==> config.mk <==
export PLATFORM = sky130hd
export DESIGN_NAME = imem_fetch_controller
export DESIGN_NICKNAME = d
export VERILOG_FILES = /design/src/rtl/imem_fetch_controller.sv
export SDC_FILE = /design/constraint.sdc
export NUM_CORES = 1
export LEC_CHECK = 0
export ABC_AREA = 1
export BUFFER_PORTS_ARGS = -buffer_cell sky130_fd_sc_hd__buf_2
export CORE_MARGIN = 8
export CORE_UTILIZATION = 55
export DETAILED_ROUTE_END_ITERATION = 6
export MAX_ROUTING_LAYER = met4
export PLACE_DENSITY = 0.84
export SYNTH_ARGS = -nofsm -noshare
export SYNTH_HDL_FRONTEND = slang
export SYNTH_SLANG_ARGS = --single-unit
==> constraint.sdc <==
create_clock -name clk -period 4.6 [get_ports clk]
set_input_delay 0.46 -clock clk [delete_from_list [all_inputs] [get_ports clk]]
set_output_delay 0.46 -clock clk [all_outputs]
set_load 0.03 [all_outputs]
==> src/rtl/imem_fetch_controller.sv <==
// rtl/imem_fetch_controller.sv - PC sequencer for the synchronous instruction memory.
// Issues one read per cycle while the output FIFO has room and delivers the words to decode over valid/ready.
module imem_fetch_controller #(
    parameter int ADDR_W    = 64,
    parameter int DATA_W    = 64,
    parameter int DEPTH     = 1024,
    parameter int BUF_DEPTH = 4
) (
    input  logic              clk,
    input  logic              rst_n,
    input  logic              start,
    input  logic [ADDR_W-1:0] start_pc,
    input  logic              halt,
    input  logic              redirect,
    input  logic [ADDR_W-1:0] redirect_pc,
    output logic [ADDR_W-1:0] mem_addr,
    input  logic [DATA_W-1:0] mem_rdata,
    output logic              inst_valid,
    input  logic              inst_ready,
    output logic [DATA_W-1:0] inst_data,
    output logic [ADDR_W-1:0] inst_pc,
    output logic              busy,
    output logic              fault
);

    localparam int PW = (BUF_DEPTH > 1) ? $clog2(BUF_DEPTH) : 1;
    localparam int CW = $clog2(BUF_DEPTH + 1);
    localparam logic [CW:0]       BUF_LIM = (CW + 1)'(BUF_DEPTH);
    localparam logic [ADDR_W-1:0] PC_LIM  = ADDR_W'(DEPTH);

    typedef enum logic [1:0] {
        IDLE  = 2'd0,
        FETCH = 2'd1,
        FAULT = 2'd2
    } state_t;

    state_t            state;
    logic [ADDR_W-1:0] pc;

    // Read issued last cycle: its data is on mem_rdata during this cycle.
    logic              rd_valid;
    logic [ADDR_W-1:0] rd_pc;

    logic [DATA_W-1:0] fifo_data [BUF_DEPTH];
    logic [ADDR_W-1:0] fifo_pc   [BUF_DEPTH];
    logic [PW-1:0]     rd_ptr;
    logic [PW-1:0]     wr_ptr;
    logic [CW-1:0]     occ;

    logic pop;
    logic flush;
    logic wr_en;
    logic space;
    logic run;
    logic issue;
    logic to_fault;

    function automatic logic [PW-1:0] ptr_inc(input logic [PW-1:0] p);
        return (p == PW'(BUF_DEPTH - 1)) ? '0 : p + 1'b1;
    endfunction

    always_comb begin
        pop      = (occ != '0) && inst_ready;
        flush    = redirect && (state != IDLE);
        wr_en    = rd_valid && !flush;
        space    = ({1'b0, occ} + (CW + 1)'(rd_valid)) < (BUF_LIM + (CW + 1)'(pop));
        run      = (state == FETCH) && !halt && !flush;
        issue    = run && space && (pc < PC_LIM);
        to_fault = run && space && (pc >= PC_LIM);
    end

    always_ff @(posedge clk or negedge rst_n) begin
        if (!rst_n) begin
            state    <= IDLE;
            pc       <= '0;
            fault    <= 1'b0;
            rd_valid <= 1'b0;
            rd_pc    <= '0;
            rd_ptr   <= '0;
            wr_ptr   <= '0;
            occ      <= '0;
            for (int i = 0; i < BUF_DEPTH; i++) begin
                fifo_data[i] <= '0;
                fifo_pc[i]   <= '0;
            end
        end else begin
            rd_valid <= issue;
            rd_pc    <= pc;
            if (issue)
                pc <= pc + 1'b1;

            if (flush) begin
                rd_ptr <= '0;
                wr_ptr <= '0;
                occ    <= '0;
            end else begin
                if (wr_en) begin
                    fifo_data[wr_ptr] <= mem_rdata;
                    fifo_pc[wr_ptr]   <= rd_pc;
                    wr_ptr            <= ptr_inc(wr_ptr);
                end
                if (pop)
                    rd_ptr <= ptr_inc(rd_ptr);
                occ <= occ + CW'(wr_en) - CW'(pop);
            end

            case (state)
                IDLE: begin
                    if (start) begin
                        pc    <= start_pc;
                        state <= FETCH;
                    end
                end
                FETCH: begin
                    if (redirect) begin
                        pc    <= redirect_pc;
                        state <= halt ? IDLE : FETCH;
                    end else if (halt) begin
                        state <= IDLE;
                    end else if (to_fault) begin
                        state <= FAULT;
                        fault <= 1'b1;
                    end
                end
                FAULT: begin
                    if (redirect) begin
                        pc    <= redirect_pc;
                        fault <= 1'b0;
                        state <= halt ? IDLE : FETCH;
                    end else if (halt) begin
                        fault <= 1'b0;
                        state <= IDLE;
                    end
                end
                default: state <= IDLE;
            endcase
        end
    end

    assign mem_addr   = pc;
    assign inst_valid = (occ != '0);
    assign inst_data  = fifo_data[rd_ptr];
    assign inst_pc    = fifo_pc[rd_ptr];
    assign busy       = (state != IDLE) || (occ != '0) || rd_valid;

endmodule

[Yosys cells after proc, flatten, opt, wreduce, memory -nomap -nowiden]
Index checks and enable logic that the tools add are counted.
W data, S select, Z words.
Operators by class
  mux-type cells: 35
  equality and inequality tests: 10
  $lt $le $gt $ge: 6
  add/subtract/negate cells: 7
  bitwise operators: 3
  reduce and logical (&&, ||, !) cells: 23
Operators with widths (count)
  $bwmux W256: 2
  $mux W64: 8
  $bmux W64 S2: 2
  $demux W64 S2: 1
  $pmux W64 S2: 1
  $add A64 B1 Y64 const B: 1
  $ge A64 B11 Y1 const B: 1
  $lt A64 B11 Y1 const B: 1
  $mux W2: 12
  $logic_and A1 B1 Y1: 9
  $ne A2 B2 Y1 const B: 4
  $reduce_bool A2 Y1: 4
  $eq A2 B2 Y1 const B: 3
  $ge A3 B3 Y1 const B: 2
  $mux W1: 6
  $not A2 Y3: 2
  $pmux W2 S3: 1
  $reduce_and A5 Y1: 1
  $add A2 B1 Y2 const B: 2
  $add A3 B1 Y4: 1
  $add A3 B1 Y4 const A: 1
  $lt A4 B4 Y1: 1
  $ne A4 B4 Y1 const B: 1
  $add A3 B1 Y3: 1
  other kinds (14): 16
Storage, ports and cells
  bits of input ports: 198
  register bits: 651

[Longest topological paths before layout]
  word-level depth: 10
  mapped depth: 13
  depth with buffers taken out: 13

[Worst setup path after synthesis]
OpenSTA, ideal clock, no wires.
  path kind: register to register
  start: register state[0]
  end: register occ[2]
  data arrival time: 2100 ps
  path buffers: 0
  stages on the path, launching flop included: 14
  path slack: 2382 ps
  period minus slack after synthesis: 2218 ps
  data required time: 4482 ps
  cell sequence: dfrtp_1 -> inv_1 -> ha_1 -> inv_2 -> nand2_2 -> inv_2 -> nor2_4 -> inv_1 -> ha_1 -> inv_1 -> ha_1 -> fa_1 -> xor2_1 -> nor2_1
On the way
  longest elaborated chain between the ends: 7
Ends and longest elaborated chain
  start: declaration: RTL line 37  | state_t state;
  start signal: assignment: RTL line 117  | state <= halt ? IDLE : FETCH;
  start signal: assignment: RTL line 129  | state <= halt ? IDLE : FETCH;
  $reduce_bool A2 Y1 (*): RTL line 64  | flush = redirect && (state != IDLE);
  $logic_and A1 B1 Y1 (*): RTL line 64
  $logic_not A1 Y1: RTL line 65  | wr_en = rd_valid && !flush;
  $logic_and A1 B1 Y1: RTL line 65
  $add A3 B1 Y3: RTL line 104  | occ <= occ + CW'(wr_en) - CW'(pop);
  $sub A3 B1 Y3: RTL line 104
  $mux W3 (*): RTL line 92  | if (flush) begin
  end signal: assignment: RTL line 104
  end: declaration: RTL line 48  | logic [CW-1:0] occ;
Mark *: on every way between the ends. The rest lies on a longest branch, timed or not.
A chain may end at the register's enable or synchronous reset.

[Worst setup path after layout]
  start: register rd_ptr[0]
  end: output port inst_pc[58]
On the way
  longest elaborated chain between the ends: 4
Ends and longest elaborated chain
  start: declaration: RTL line 46  | logic [PW-1:0] rd_ptr;
  start signal: assignment: RTL line 103  | rd_ptr <= ptr_inc(rd_ptr);
  $not A2 Y3 (implied by the code): RTL line 143  | assign inst_pc = fifo_pc[rd_ptr];
  $bmux W64 S2: RTL line 143
  $mux W64 (implied by the code) (2 in series): RTL line 143
  end: declaration: RTL line 21  | output logic [ADDR_W-1:0] inst_pc,
No other way between the ends. The select of a mux whose other input is x is not followed.

==> impl_metrics.py <==
metrics = {
    "place": {
        "place.gp.congestion": 0.8828,
        "io_buffers": 392,
        "dpl.hpwl_mm": 48.62,
        "dp_cells": 4009,
        "dp_slack_ns": 1.617,
    },
    "cts": {
        "clock-sinks": 651,
        "cts_tree": "built",
        "clk_latency_ns": 0.60,
        "htreeDepth": 3,
        "ctsRootBufferMaster": "clkbuf_16",
        "clockBufferDepth": 3,
        "cts_setup_buffers": 0,
        "clk_pin_slew_ns": 0.06,
        "cts_made_buffers": 68,
    },
    "layout": {
        "postLayoutCoreUtil_pct": 64.71,
        "layout-drive-gt1-share_pct": 16.01,
        "final_cells": 4135,
        "area_delta_synth_final_pct": 16.71,
        "fin_nets": 3623,
    },
    "sta": {
        "max_freq_mhz": 272.0,
        "fin_ws_ns": 0.9230,
        "min_period_over_period_pct": 79.93,
        "rsz0062_at_grt": "no",
        "drv_slew": 0,
        "clock_skew_ns": 0.01608,
        "tns_ns": 0,
        "fin_crit_ns": 3.677,
        "maxSlewHeadroom_pct": 31.11,
        "setup_viol": 0,
        "tightestPinTransition_ns": 1.033,
        "finalHoldViolations": 0,
    },
    "setup_path": {
        "cp-startpoint": "rd_ptr[0]",
        "cp_max_fo": 200,
        "crit_chain": "buf_12 > o21ai_0 > o22ai_1 > buf_2",
        "crit_buf_inv": 2,
        "critPathTopFamily": "flip-flops",
        "crit_required_ns": 4.14,
        "cpPeakStageDelay_ns": 0.86,
        "cp.arrival_ns": 3.22,
        "crit_path_top_delay_cell": "dfrtp_4",
        "path_class": "flip-flop to primary output",
        "start_kind": "flip-flop",
        "r2r-start": "state[0]",
        "worst_setup_path_end_kind": "primary output",
        "r2r_slack_ns": 1.60,
    },
    "synth": {
        "synthFlopType": "dfrtp_1",
        "yosysWarnings": 0,
        "synth_area_per_cell_um2": 8.778,
        "yosysSeqAreaShare_pct": 58.80,
        "async_reset_ff_share_pct": 100.0,
        "synth_area_mm2": 0.02770,
        "ys_types": 28,
        "synth_seq_cells": 651,
        "syn_inst": 3156,
        "synth_edf_count": 0,
        "synth_fp_nets": 3371,
    },
    "global_routing": {
        "antenna_found_initial": 4,
        "grt_pass1_wl_mm": 124.4,
        "overflow": 0,
        "grt_pass1_vias": 23210,
        "track_usage_pct": 27.48,
        "grt_max_degree": 201,
    },
    "routing": {
        "vias_per_cell": 5.724,
        "drcViolationCount": 0,
        "drt_iter0_drc": 2094,
        "dr.pass1.iters": 6,
        "wirelength_mm": 77.49,
        "vias": 23670,
        "post_drt_wl_per_cell_um": 18.74,
        "ant_nets": 0,
    },
    "power": {
        "vdd_drop_max_mv": 0.5810,
        "power_density_mw_per_mm2": 614.2,
        "p_leak_nw": 16.01,
        "finalPower_mw": 19.86,
    },
    "floorplan": {
        "rows": 82,
        "fp.dieArea_mm2": 0.05781,
        "fp.dieW_um": 240.4,
        "pin_count": 393,
        "die_y_um": 240.4,
        "start_util_pct": 55.44,
        "coreArea_mm2": 0.04997,
    },
    "job": {
        "drv_cap": 0,
    },
    "outcome": {
        "outcome": "finished clean",
    },
    "hold_path": {
        "holdCritPathClass": "primary input to flip-flop",
        "hp-start": "mem_rdata[57]",
    },
}
where the power goes:
group | internal (mW) | switching, mW | total, mW | leakage [nW]
clock | 3.39 | 2.27 | 5.66 | 1.14
combinational | 1.94 | 5.21 | 7.15 | 5.97
sequential | 6.28 | 0.764 | 7.04 | 8.90
layout make-up:
type | count | area, µm²
flip-flops and latches | 651 | 16300
diodes | 3 | 7.507
fillers | 4061 | 17630
clock buffers | 89 | 1943
inverters | 164 | 623.1
repair buffers | 420 | 2335
clock inverters | 33 | 386.6
multi-input cells | 2103 | 9897
well taps | 672 | 840.8
synth_stat cells (all sizes together), types with 2 or more instances:
master	n	area share [%]
a21oi	60	1.1
a21o	51	1.4
nand4	5	0.11
nor3	4	0.090
nor2	306	4.2
xor2	2	0.063
nand2	596	8.1
o21ai	783	14
nand3	147	2.7
clkbuf	171	2.3
ha	16	0.72
o22ai	129	2.9
buf	67	1.1
dfrtp	651	59
inv	164	2.2
layer usage:
metal / share of wire, % / global-route usage, %
met5: 0 / -
met4: 2.8 / 8.732
met3: 7.9 / 5.214
met2: 48 / 42.47
met1: 42 / 36.73
final timing paths:
| kind | cells after the start | endpoint |
|---|---|---|
| max | 4 | inst_pc[58] |
| min | 3 | fifo_data[249] |
| max reg2reg | 10 | fifo_data[195] |
| min reg2reg | 0 | rd_pc[62] |
| max in group asynchronous | 3 | fifo_pc[61] |
| min in group asynchronous | 2 | fifo_data[106] |
registers in the layout (all words and copies together), names as in the netlist:
name       count
rd_valid       1
fifo_pc      256
fifo_data    256
rd_ptr         2
state          2
mem_addr      64
occ            3
rd_pc         64
wr_ptr         2
fault          1
kinds of logic after synthesis:
| family | share of synthesized area, % |
|---|---|
| xor+xnor | 0.06324 |
| compound gates | 19.59 |
| buf+inv | 5.596 |
| flops | 58.80 |
| simple gates | 15.15 |
| fa+ha+maj | 0.7949 |
per-stage QoR:
step                      instance area, µm²  hold WS, ns
after floorplan                        27700       0.1644
after global placement                 29980       0.3994
after detailed placement               29980       0.3968
after CTS                              32320       0.1242
after global routing                   32330       0.1468
final                                  32330       0.1660
worst register-to-register path: stages (launching register included):
cell     delay [ns]
dfrtp_1        0.40
inv_1          0.12
ha_2           0.20
inv_2          0.04
nand2_2        0.12
inv_2          0.08
nor2_4         0.27
nand2_4        0.55
buf_12         0.49
nand2_1        0.41
o21ai_0        0.15
what timing repair did:
action | in CTS | in global routing
hold buffers | 1 | 0
resized for setup | 0 | 0
hold endpoints to repair | 81 | 0
placed cells by master, fill, tap and decap left out, types with 4 or more instances in the layout:
cell type / Yosys / layout
o21ai_1: 57 / 57
buf_12: 0 / 12
inv_1: 159 / 157
nor2_1: 304 / 304
bufinv_16: 0 / 7
a21oi_1: 59 / 59
nand2_1: 595 / 591
o21ai_0: 726 / 726
inv_2: 5 / 5
nand3_1: 147 / 147
nand4_1: 5 / 5
buf_2: 27 / 391
clkbuf_1: 171 / 7
clkinvlp_4: 0 / 5
dfrtp_1: 651 / 649
a21o_1: 51 / 51
clkbuf_8: 0 / 12
clkinv_2: 0 / 14
buf_4: 2 / 15
nand2_4: 0 / 4
clkbuf_16: 0 / 70
inv_6: 0 / 5
o22ai_1: 129 / 129
ha_1: 16 / 14
No activity file was read; power rests on OpenSTA's default activity.
